--- src/rtl/uart_rx_pkg.sv ---
// Shared types and constants for the UART receiver.
// Optional even-parity frames are selected by UART_RX_PARITY_EN.
package uart_rx_pkg;

  typedef enum logic [2:0] {
    S_IDLE,
    S_START,
    S_DATA,
`ifdef UART_RX_PARITY_EN
    S_PARITY,
`endif
    S_STOP,
    S_WAIT_HIGH
  } state_t;

  localparam int unsigned R_DATA = 32'h0;
  localparam int unsigned R_STAT = 32'h4;
  localparam int unsigned R_CTRL = 32'h8;
  localparam int unsigned R_DIV  = 32'hC;

  localparam int unsigned STAT_VALID   = 0;
  localparam int unsigned STAT_FULL    = 1;
  localparam int unsigned STAT_OVERRUN = 2;
  localparam int unsigned STAT_FERR    = 3;
  localparam int unsigned STAT_PERR    = 4;
  localparam int unsigned STAT_BUSY    = 5;

  localparam logic [15:0] DIV_RST = 16'd868;
  localparam logic [15:0] DIV_MIN = 16'd4;

  localparam int unsigned FIFO_DEPTH = 4;

  function automatic logic [15:0] eff_period(
    input logic [15:0] div
  );
    return (div < DIV_MIN) ? DIV_MIN : div;
  endfunction

endpackage

--- src/rtl/uart_rx_fifo.sv ---
// Four-entry byte FIFO for received characters.
// A push into a full FIFO succeeds only when a pop lands in the same cycle.
module uart_rx_fifo
  import uart_rx_pkg::*;
(
  input  logic       clk,
  input  logic       rst,
  input  logic       push,
  input  logic       pop,
  input  logic [7:0] din,
  output logic       empty,
  output logic       full,
  output logic [7:0] head
);

  logic [7:0] mem_q [FIFO_DEPTH];
  logic [7:0] mem_d [FIFO_DEPTH];
  logic [1:0] wr_q, wr_d;
  logic [1:0] rd_q, rd_d;
  logic [2:0] cnt_q, cnt_d;
  logic       do_push;
  logic       do_pop;

  assign empty   = (cnt_q == 3'd0);
  assign full    = (cnt_q == 3'(FIFO_DEPTH));
  assign do_pop  = pop && !empty;
  assign do_push = push && (!full || do_pop);
  assign head    = empty ? 8'h00 : mem_q[rd_q];

  always_comb begin
    mem_d = mem_q;
    wr_d  = wr_q;
    rd_d  = rd_q;
    cnt_d = cnt_q;
    if (do_push) begin
      mem_d[wr_q] = din;
      wr_d        = wr_q + 2'd1;
    end
    if (do_pop) begin
      rd_d = rd_q + 2'd1;
    end
    cnt_d = cnt_q + {2'b00, do_push}
                  - {2'b00, do_pop};
  end

  always_ff @(posedge clk or posedge rst) begin
    if (rst) begin
      for (int i = 0; i < FIFO_DEPTH; i++) begin
        mem_q[i] <= '0;
      end
      wr_q  <= '0;
      rd_q  <= '0;
      cnt_q <= '0;
    end else begin
      mem_q <= mem_d;
      wr_q  <= wr_d;
      rd_q  <= rd_d;
      cnt_q <= cnt_d;
    end
  end

endmodule

--- src/rtl/uart_rx.sv ---
// UART receiver with local-bus registers and a 4-byte FIFO.
// Define UART_RX_PARITY_EN for 8E1 frames with parity checking.
module uart_rx
  import uart_rx_pkg::*;
#(
  parameter int ADDR_W = 32,
  parameter int DATA_W = 32,
  parameter int STRB_W = DATA_W / 8
) (
  input  logic              clk,
  input  logic              rst,
  input  logic              uart_rx_in,
  output logic              irq,
  input  logic [ADDR_W-1:0] waddr,
  input  logic [DATA_W-1:0] wdata,
  input  logic              wen,
  input  logic [STRB_W-1:0] wstrb,
  output logic              wready,
  input  logic [ADDR_W-1:0] raddr,
  input  logic              ren,
  output logic [DATA_W-1:0] rdata,
  output logic              rvalid
);

  logic sync1_q, sync2_q, rx_s;

  logic        en_q, en_d;
  logic        ie_q, ie_d;
  logic [15:0] div_q, div_d;
  logic        ovr_q, ovr_d;
  logic        ferr_q, ferr_d;
  logic        ren_q;
  logic [DATA_W-1:0] rdata_q, rdata_d;
  logic        rvalid_q;

  state_t      state_q;
  logic [15:0] cnt_q;
  logic [2:0]  idx_q;
  logic [7:0]  shift_q;
  logic [15:0] per_q;
  logic        push_q;
  logic        ferr_set_q;

  logic        empty, full;
  logic [7:0]  head;
  logic        perr_bit;
  logic [15:0] half;
  logic        bit_end;
  logic        wr_ctrl, wr_div;
  logic        rd_first, pop, clr;
  logic        ovr_set;
  logic [7:0]  stat;
  logic [DATA_W-1:0] rd_val;
  logic        unused_bus;

`ifdef UART_RX_PARITY_EN
  localparam state_t S_AFTER_DATA = S_PARITY;
  logic perr_q, perr_d, perr_set_q;
  assign perr_bit = perr_q;
`else
  localparam state_t S_AFTER_DATA = S_STOP;
  assign perr_bit = 1'b0;
`endif

  assign rx_s    = sync2_q;
  assign half    = per_q >> 1;
  assign bit_end = (cnt_q == per_q - 16'd1);

  assign wr_ctrl = wen && wstrb[0]
                && (waddr == ADDR_W'(R_CTRL));
  assign wr_div  = wen
                && (waddr == ADDR_W'(R_DIV));

  assign rd_first = ren && !ren_q;
  assign pop = rd_first
            && (raddr == ADDR_W'(R_DATA));
  assign clr = rd_first
            && (raddr == ADDR_W'(R_STAT));

  assign ovr_set = push_q && full && !pop;

  assign stat = {2'b00,
                 state_q != S_IDLE,
                 perr_bit,
                 ferr_q,
                 ovr_q,
                 full,
                 !empty};

  assign unused_bus = ^{wdata[DATA_W-1:16],
                        wstrb[STRB_W-1:2]};

  uart_rx_fifo u_fifo (
    .clk   (clk),
    .rst   (rst),
    .push  (push_q),
    .pop   (pop),
    .din   (shift_q),
    .empty (empty),
    .full  (full),
    .head  (head)
  );

  always_comb begin
    rd_val = '0;
    unique case (1'b1)
      raddr == ADDR_W'(R_DATA): rd_val[7:0]  = head;
      raddr == ADDR_W'(R_STAT): rd_val[7:0]  = stat;
      raddr == ADDR_W'(R_CTRL): rd_val[1:0]  = {ie_q, en_q};
      raddr == ADDR_W'(R_DIV):  rd_val[15:0] = div_q;
      default: ;
    endcase
  end

  always_comb begin
    en_d  = en_q;
    ie_d  = ie_q;
    div_d = div_q;
    if (wr_ctrl) begin
      en_d = wdata[0];
      ie_d = wdata[1];
    end
    if (wr_div && wstrb[0]) div_d[7:0]  = wdata[7:0];
    if (wr_div && wstrb[1]) div_d[15:8] = wdata[15:8];
    // a set in the same cycle as a status-read clear wins
    ovr_d   = ovr_set | (ovr_q & !clr);
    ferr_d  = ferr_set_q | (ferr_q & !clr);
`ifdef UART_RX_PARITY_EN
    perr_d  = perr_set_q | (perr_q & !clr);
`endif
    rdata_d = ren ? rd_val : '0;
  end

  always_ff @(posedge clk or posedge rst) begin
    if (rst) begin
      sync1_q  <= 1'b1;
      sync2_q  <= 1'b1;
      en_q     <= 1'b0;
      ie_q     <= 1'b0;
      div_q    <= DIV_RST;
      ovr_q    <= 1'b0;
      ferr_q   <= 1'b0;
`ifdef UART_RX_PARITY_EN
      perr_q   <= 1'b0;
`endif
      ren_q    <= 1'b0;
      rdata_q  <= '0;
      rvalid_q <= 1'b0;
    end else begin
      sync1_q  <= uart_rx_in;
      sync2_q  <= sync1_q;
      en_q     <= en_d;
      ie_q     <= ie_d;
      div_q    <= div_d;
      ovr_q    <= ovr_d;
      ferr_q   <= ferr_d;
`ifdef UART_RX_PARITY_EN
      perr_q   <= perr_d;
`endif
      ren_q    <= ren;
      rdata_q  <= rdata_d;
      rvalid_q <= ren;
    end
  end

  always_ff @(posedge clk or posedge rst) begin
    if (rst) begin
      state_q    <= S_IDLE;
      cnt_q      <= '0;
      idx_q      <= '0;
      shift_q    <= '0;
      per_q      <= DIV_RST;
      push_q     <= 1'b0;
      ferr_set_q <= 1'b0;
`ifdef UART_RX_PARITY_EN
      perr_set_q <= 1'b0;
`endif
    end else begin
      push_q     <= 1'b0;
      ferr_set_q <= 1'b0;
`ifdef UART_RX_PARITY_EN
      perr_set_q <= 1'b0;
`endif
      // divider changes only apply between frames
      if (state_q == S_IDLE) per_q <= eff_period(div_q);
      if (!en_q) begin
        state_q <= S_IDLE;
        cnt_q   <= '0;
        idx_q   <= '0;
        shift_q <= '0;
      end else begin
        case (state_q)
          S_IDLE: begin
            if (!rx_s) begin
              state_q <= S_START;
              cnt_q   <= '0;
            end
          end
          S_START: begin
            if (cnt_q == half - 16'd1) begin
              cnt_q   <= '0;
              idx_q   <= '0;
              state_q <= rx_s ? S_IDLE : S_DATA;
            end else begin
              cnt_q <= cnt_q + 16'd1;
            end
          end
          S_DATA: begin
            if (bit_end) begin
              cnt_q   <= '0;
              shift_q <= {rx_s, shift_q[7:1]};
              idx_q   <= idx_q + 3'd1;
              if (idx_q == 3'd7) state_q <= S_AFTER_DATA;
            end else begin
              cnt_q <= cnt_q + 16'd1;
            end
          end
`ifdef UART_RX_PARITY_EN
          S_PARITY: begin
            if (bit_end) begin
              cnt_q      <= '0;
              perr_set_q <= ^{shift_q, rx_s};
              state_q    <= S_STOP;
            end else begin
              cnt_q <= cnt_q + 16'd1;
            end
          end
`endif
          S_STOP: begin
            if (bit_end) begin
              cnt_q  <= '0;
              push_q <= 1'b1;
              if (!rx_s) begin
                ferr_set_q <= 1'b1;
                state_q    <= S_WAIT_HIGH;
              end else begin
                state_q <= S_IDLE;
              end
            end else begin
              cnt_q <= cnt_q + 16'd1;
            end
          end
          S_WAIT_HIGH: begin
            if (rx_s) state_q <= S_IDLE;
          end
          default: state_q <= S_IDLE;
        endcase
      end
    end
  end

  assign irq    = ie_q && !empty;
  assign wready = 1'b1;
  assign rdata  = rdata_q;
  assign rvalid = rvalid_q;

endmodule

--- config.mk ---
export PLATFORM = sky130hd
export DESIGN_NAME = uart_rx
export DESIGN_NICKNAME = d
export VERILOG_FILES = /design/src/rtl/uart_rx_pkg.sv /design/src/rtl/uart_rx_fifo.sv /design/src/rtl/uart_rx.sv
export SDC_FILE = /design/constraint.sdc
export NUM_CORES = 1
export LEC_CHECK = 0
export ABC_CLOCK_PERIOD_IN_PS = 5860
export CORE_MARGIN = 2
export CORE_UTILIZATION = 52
export CTS_CLUSTER_SIZE = 40
export DETAILED_ROUTE_END_ITERATION = 12
export PLACE_DENSITY = 0.88
export RECOVER_POWER = 50
export SLEW_MARGIN = 30
export SYNTH_ARGS = -nofsm -noshare
export SYNTH_HDL_FRONTEND = slang
export SYNTH_SLANG_ARGS = --single-unit
--- constraint.sdc ---
create_clock -name clk -period 5.86 [get_ports clk]
set_input_delay 1.465 -clock clk [delete_from_list [all_inputs] [get_ports clk]]
set_output_delay 1.465 -clock clk [all_outputs]
set_load 0.02 [all_outputs]
======== Word-level counts from Yosys, hierarchy flattened ========
Cells that the tools add are included.
operators by class
  reduce and logical (&&, ||, !) cells .... 29
  add/subtract/negate cells ............... 8
  $lt $le $gt $ge ......................... 4
  multiplexer cells ....................... 41
  eq/ne operators ......................... 23
  bitwise gates (word level) .............. 6
operators with widths
  kind                                                                            number
  32-bit by 4-bit equality test with 1-bit output (second input constant)         4
  16-bit two-way mux                                                              6
  8-bit two-way mux                                                               8
  16-bit case mux with 3 select lines                                             1
  3-bit two-way mux                                                               11
  32-bit bitwise mux                                                              1
  16-bit equality test                                                            2
  32-bit by 3-bit equality test with 1-bit output (second input constant)         1
  32-bit zero test                                                                1
  3-bit != test (second input constant)                                           6
  6-bit case mux with 3 select lines                                              1
  16-bit by 1-bit adder with 16-bit output (second input constant)                1
  8-bit binary-select mux with 2-bit select                                       1
  8-bit demux with 2-bit select                                                   1
  16-bit by 3-bit less-than comparator with 1-bit output (second input constant)  1
  15-bit by 1-bit subtractor with 16-bit output (second input constant)           1
  16-bit by 1-bit subtractor with 16-bit output (second input constant)           1
  3-bit case mux with 5 select lines                                              1
  1-bit logical AND                                                               14
  3-bit equality test (second input constant)                                     3
  2-bit case mux with 4 select lines                                              1
  1-bit two-way mux                                                               7
  3-bit by 2-bit equality test with 1-bit output (second input constant)          2
  3-bit greater-or-equal comparator (second input constant)                       2
  22 further kinds                                                                33
word-level totals
  output and inout port bits .............. 35
  register bits ........................... 126

======== Depth between registers and ports, before layout ========
  word-level depth ........................ 8
  gate-level depth with buffers ........... 12

======== Hierarchy ========
A second synthesis with hierarchy kept.
unflattened totals
  cell total of the unflattened synthesis .. 677
  area total of the unflattened synthesis .. 7006.7 um^2
by module, submodules not included
  module        instances  area an instance (um^2)  sequential area each (um^2)  cells an instance
  uart_rx       1          5153.7                   2192.1                       553
  uart_rx_fifo  1          1853.0                   975.9                        124

======== Worst setup path before layout ========
OpenSTA, ideal clock, no wires.
  kind .................................... input -> register
  from .................................... input raddr[12]
  to ...................................... register u_fifo.cnt_q[2]
  slack ................................... 2.011 ns
  path buffers ............................ 0
  data arrival time ....................... 3.727 ns
  data required time ...................... 5.737 ns
  library setup time ...................... 0.123 ns
  cell stages on the path ................. 12
  cells stage by stage .................... nor4_1 > nand2_1 > nor4_1 > nand2b_1 > nor3_1 > ha_1 > inv_1 > ha_1 > inv_1 > fa_1 > xnor2_1 > xnor2_1
on the way
  cells in the longest elaborated chain, start to end .. 7
ends and longest elaborated chain
  what                                           line                text
  start: declaration                             uart_rx.sv:19       input logic [ADDR_W-1:0] raddr,
  32-bit zero test *                             uart_rx.sv:76       && (raddr == ADDR_W'(R_DATA));
  1-bit logical AND *                            uart_rx.sv:76
  1-bit logical AND *                            uart_rx_fifo.sv:26  assign do_pop = pop && !empty;
  net u_fifo.do_pop                              uart_rx_fifo.sv:22  logic do_pop;
  1-bit logical OR                               uart_rx_fifo.sv:27  assign do_push = push && (!full || do_pop);
  1-bit logical AND                              uart_rx_fifo.sv:27
  3-bit by 1-bit adder with 3-bit output         uart_rx_fifo.sv:42  cnt_d = cnt_q + {2'b00, do_push}
  3-bit by 1-bit subtractor with 3-bit output *  uart_rx_fifo.sv:43  - {2'b00, do_pop};
  net u_fifo.cnt_d[2]                            uart_rx_fifo.sv:20  logic [2:0] cnt_q, cnt_d;
  end signal: assignment                         uart_rx_fifo.sv:58  cnt_q <= cnt_d;
  end: declaration                               uart_rx_fifo.sv:20
Mark *: on every way through the listed nets, which the timed path passes. The rest lies on a longest branch.
A chain may end at the register's enable or synchronous reset.

==> reports/summary.log <==
qor: global_route.grt_max_degree 63
qor: layout.synthToLayoutAreaGrowth 23.5%
qor: synthesis.fraction_of_post_synthesis_cell_area_in_the_top_cell_type_by_area 41.2%
qor: sta.minimum_setup_slack_in_the_final_design 1.34 ns
qor: synthesis.mappedNetlistArea 0.00693 mm2
qor: run_status.failed_checks max-capacitance violations, max-slew violations
qor: sta.max-slew-margin-rel -77.7%
qor: synthesis.synthCells 680
qor: floorplanning.dieArea 0.0143 mm2
qor: layout.layout_common_cells dfrtp_1, clkdlybuf4s50_1, nand2_1
qor: critical_path.endpoint_required_time_on_the_critical_path 6.12 ns
qor: routing.dr.pass1.iters 5
qor: routing.drt_iter0_drc 449
qor: placed_design.io_buffer_count 104
qor: sta.setup_skew 0.00710 ns
qor: placed_design.place_worst_setup_slack 1.11 ns
qor: placed_design.detailedPlacementHpwl 11.8 mm
qor: layout.instances_no_fill 959
qor: floorplanning.fp.dieW 119 um
qor: sta.fmaxAchievable 221 MHz
qor: job.max-cap-violations 2
qor: layout.final_layout_size_suffix_gt1_share 14.3%
qor: critical_path.timing.critical_path.to_type asynchronous set/reset pin
qor: floorplanning.fp.coreArea 0.0131 mm2
qor: layout.layout_commonest_cell dfrtp_1
qor: floorplanning.rows 42
qor: routing.post_detailed_routing_wire_length 17.2 mm
qor: sta.totalNegativeSetupSlack 0 ns
qor: clock_network.postCtsHoldBufs 0
qor: synthesis.synth_area_per_cell 10.2 um2
qor: synthesis.synthDistinctLibCells 63
qor: global_route.antenna_violations_before_repair 0
qor: synthesis.dominantRegCellSynth dfrtp_1
qor: synthesis.number_of_synthesized_flops_with_an_enable_pin 0
qor: power.p_per_area 231 mW/mm2
qor: routing.wl_per_cell 17.9 um
qor: floorplanning.initial_utilization 52.7%
qor: run_status.status complete, but fails checks
qor: layout.number_of_nets_in_the_final_layout 887
qor: routing.vias_per_cell 5.86
qor: clock_network.ctsRootBufferMaster clkbuf_16
qor: sta.report.final.setup_viol 0
qor: global_route.global_route.usage.total 25.2%
qor: routing.detail_route.drc_violations 0
qor: clock_network.htree_levels 4
qor: sta.tightest_slew 2.65 ns
qor: clock_network.post-cts-setup-buffer-count 0
qor: synthesis.synthTopCellsByArea dfrtp_1, mux2_2, dfstp_2
qor: global_route.overflow 0
qor: sta.rsz0062_at_grt no
qor: sta.timing.final.hold_violations 0
qor: min_path.timing.hold.worst.class flip-flop to flip-flop
qor: critical_path.crit_path_start_kind input pin
qor: synthesis.yosysTopAreaCell dfrtp_1
qor: synthesis.total_number_of_yosys_warnings 0
qor: power.post-layout-total-power 0.00198 W
qor: power.ir_drop 0.000209 V
qor: critical_path.setup.reg_to_reg.worst_slack 1.77 ns
qor: clock_network.cts_tree built
qor: global_route.grt_pass1_vias 5,646
qor: sta.finalWorstPathRequiredPeriod 4.52 ns
qor: global_route.grt_pass1_wl 28.3 mm
qor: critical_path.cp_data_arrival_time 4.78 ns
qor: clock_network.ctsLongestPathBuffers 2
qor: clock_network.clkTransAtPathRegs 0.06 ns
qor: layout.antenna_cells 0
qor: critical_path.worstSetupPathType input pin to asynchronous set/reset pin
qor: synthesis.synth_async_sr_flop_share 100%
qor: routing.count_of_vias_placed_by_the_detailed_router 5,621
qor: sta.layout_worst_path_cycle_share 77.2%
qor: power.p_leak 3.78 nW
qor: synthesis.ys_seq_area_share 45.7%
qor: critical_path.critical_path_peak_fanout 62
qor: layout.num-fill-cells 943
qor: clock_network.number_of_buffers_created_by_cts 17
qor: synthesis.synth.ff_latch_count 126
qor: floorplanning.design.portCount 140
qor: placed_design.globalplace.congestion 0.883
qor: placed_design.dp_cells 927
qor: clock_network.cts_sinks 126
qor: floorplanning.die-height 119 um
qor: routing.drtAntennaViolNets 0
qor: sta.slew_violations 95
qor: clock_network.cts.repair.resized 0
qor: clock_network.insertion_delay 0.43 ns
flip-flops by register name, indices dropped and copies added (netlist names), 2 cells and up:
signal,cells
cnt_q,16
div_q,16
idx_q,3
per_q,16
rdata,16
shift_q,8
state_q,3
u_fifo.cnt_q,3
u_fifo.mem_q,32
u_fifo.rd_q,2
u_fifo.wr_q,2
layout make-up:
class	count	area, um2	share of cell area (%)
Clock buffer	20	467	5.45
Clock inverter	12	103	1.20
Inverter	25	95.1	1.11
Multi-Input combinational cell	492	3440	40.2
Sequential cell	126	3170	37.0
Tap cell	176	220	2.57
Timing Repair Buffer	108	1060	12.4
cells in the mapped netlist, drive strengths merged (3+ instances only):
| master | instances |
|---|---|
| buf | 26 |
| o21a | 3 |
| nor4 | 22 |
| nand2 | 73 |
| nand3b | 7 |
| nor3 | 17 |
| a21boi | 3 |
| nor2 | 41 |
| mux2 | 48 |
| ha | 11 |
| nor3b | 8 |
| nor4b | 4 |
| and2 | 5 |
| a31oi | 5 |
| inv | 25 |
| mux2i | 9 |
| nand4 | 10 |
| nor2b | 19 |
| xor2 | 11 |
| a21oi | 10 |
| dfstp | 12 |
| or3 | 4 |
| mux4 | 9 |
| o211ai | 4 |
| o21ai | 33 |
| dfrtp | 114 |
| xnor2 | 24 |
| a211oi | 3 |
| a22o | 5 |
| nand3 | 20 |
| nand2b | 7 |
| a22oi | 6 |
| a222oi | 4 |
| clkbuf | 26 |
| a21o | 4 |
| or4 | 4 |
| and3 | 15 |
worst max-delay path, cell delays in order:
cell and delay [ns]:
dlygate4sd3_1 0.55, clkinvlp_2 1.50, clkbuf_1 1.22
stage by stage:
| stage | area [um2] | hold slack (ns) | util [%] |
|---|---|---|---|
| global route | 8560 | 0.360 | 65.1 |
| global placement | 8000 | 0.347 | 60.9 |
| CTS | 8570 | 0.356 | 65.2 |
| floorplan | 6980 | 0.345 | - |
| detailed placement | 8000 | 0.347 | 60.9 |
| finish | 8560 | 0.355 | 65.1 |
final timing paths:
check,cells past startpoint,start,to
max,3,rst,ferr_q
min,0,sync1_q,rx_s
max reg2reg,10,per_q[1],cnt_q[12]
min reg2reg,0,sync1_q,rx_s
max in group clk,13,raddr[11],u_fifo.cnt_q[2]
min in group asynchronous,2,rst,div_q[13]
routing by layer:
layer  vias up  share of wire [%]  track usage, %
met2       238                 51            42.7
met3        38                6.1            4.98
met5         -                  0               0
met4         0                2.1            10.1
li1       2578                  -               -
met1      2767                 40            31.9
report_power, final:
part           leakage, nW  internal [W]  switching [W]  total [W]
sequential            1.68      0.000872    0.000000907   0.000873
combinational         1.83     0.0000530      0.0000399  0.0000929
clock                0.268      0.000583       0.000427    0.00101
total                 3.78       0.00151       0.000467    0.00198
cell families after synthesis:
family | Yosys count | share of synthesized area (%)
DFF | 126 | 45.7
and+or+nand+nor | 265 | 20.1
AOI/OAI and AO/OA | 97 | 9.97
xor gates and xnor gates | 35 | 4.43
buffers and inverters | 77 | 5.37
adders and majority gates | 12 | 2.28
other | 2 | 0.108
muxes | 66 | 12.0
(Power assumes the default switching activity.)
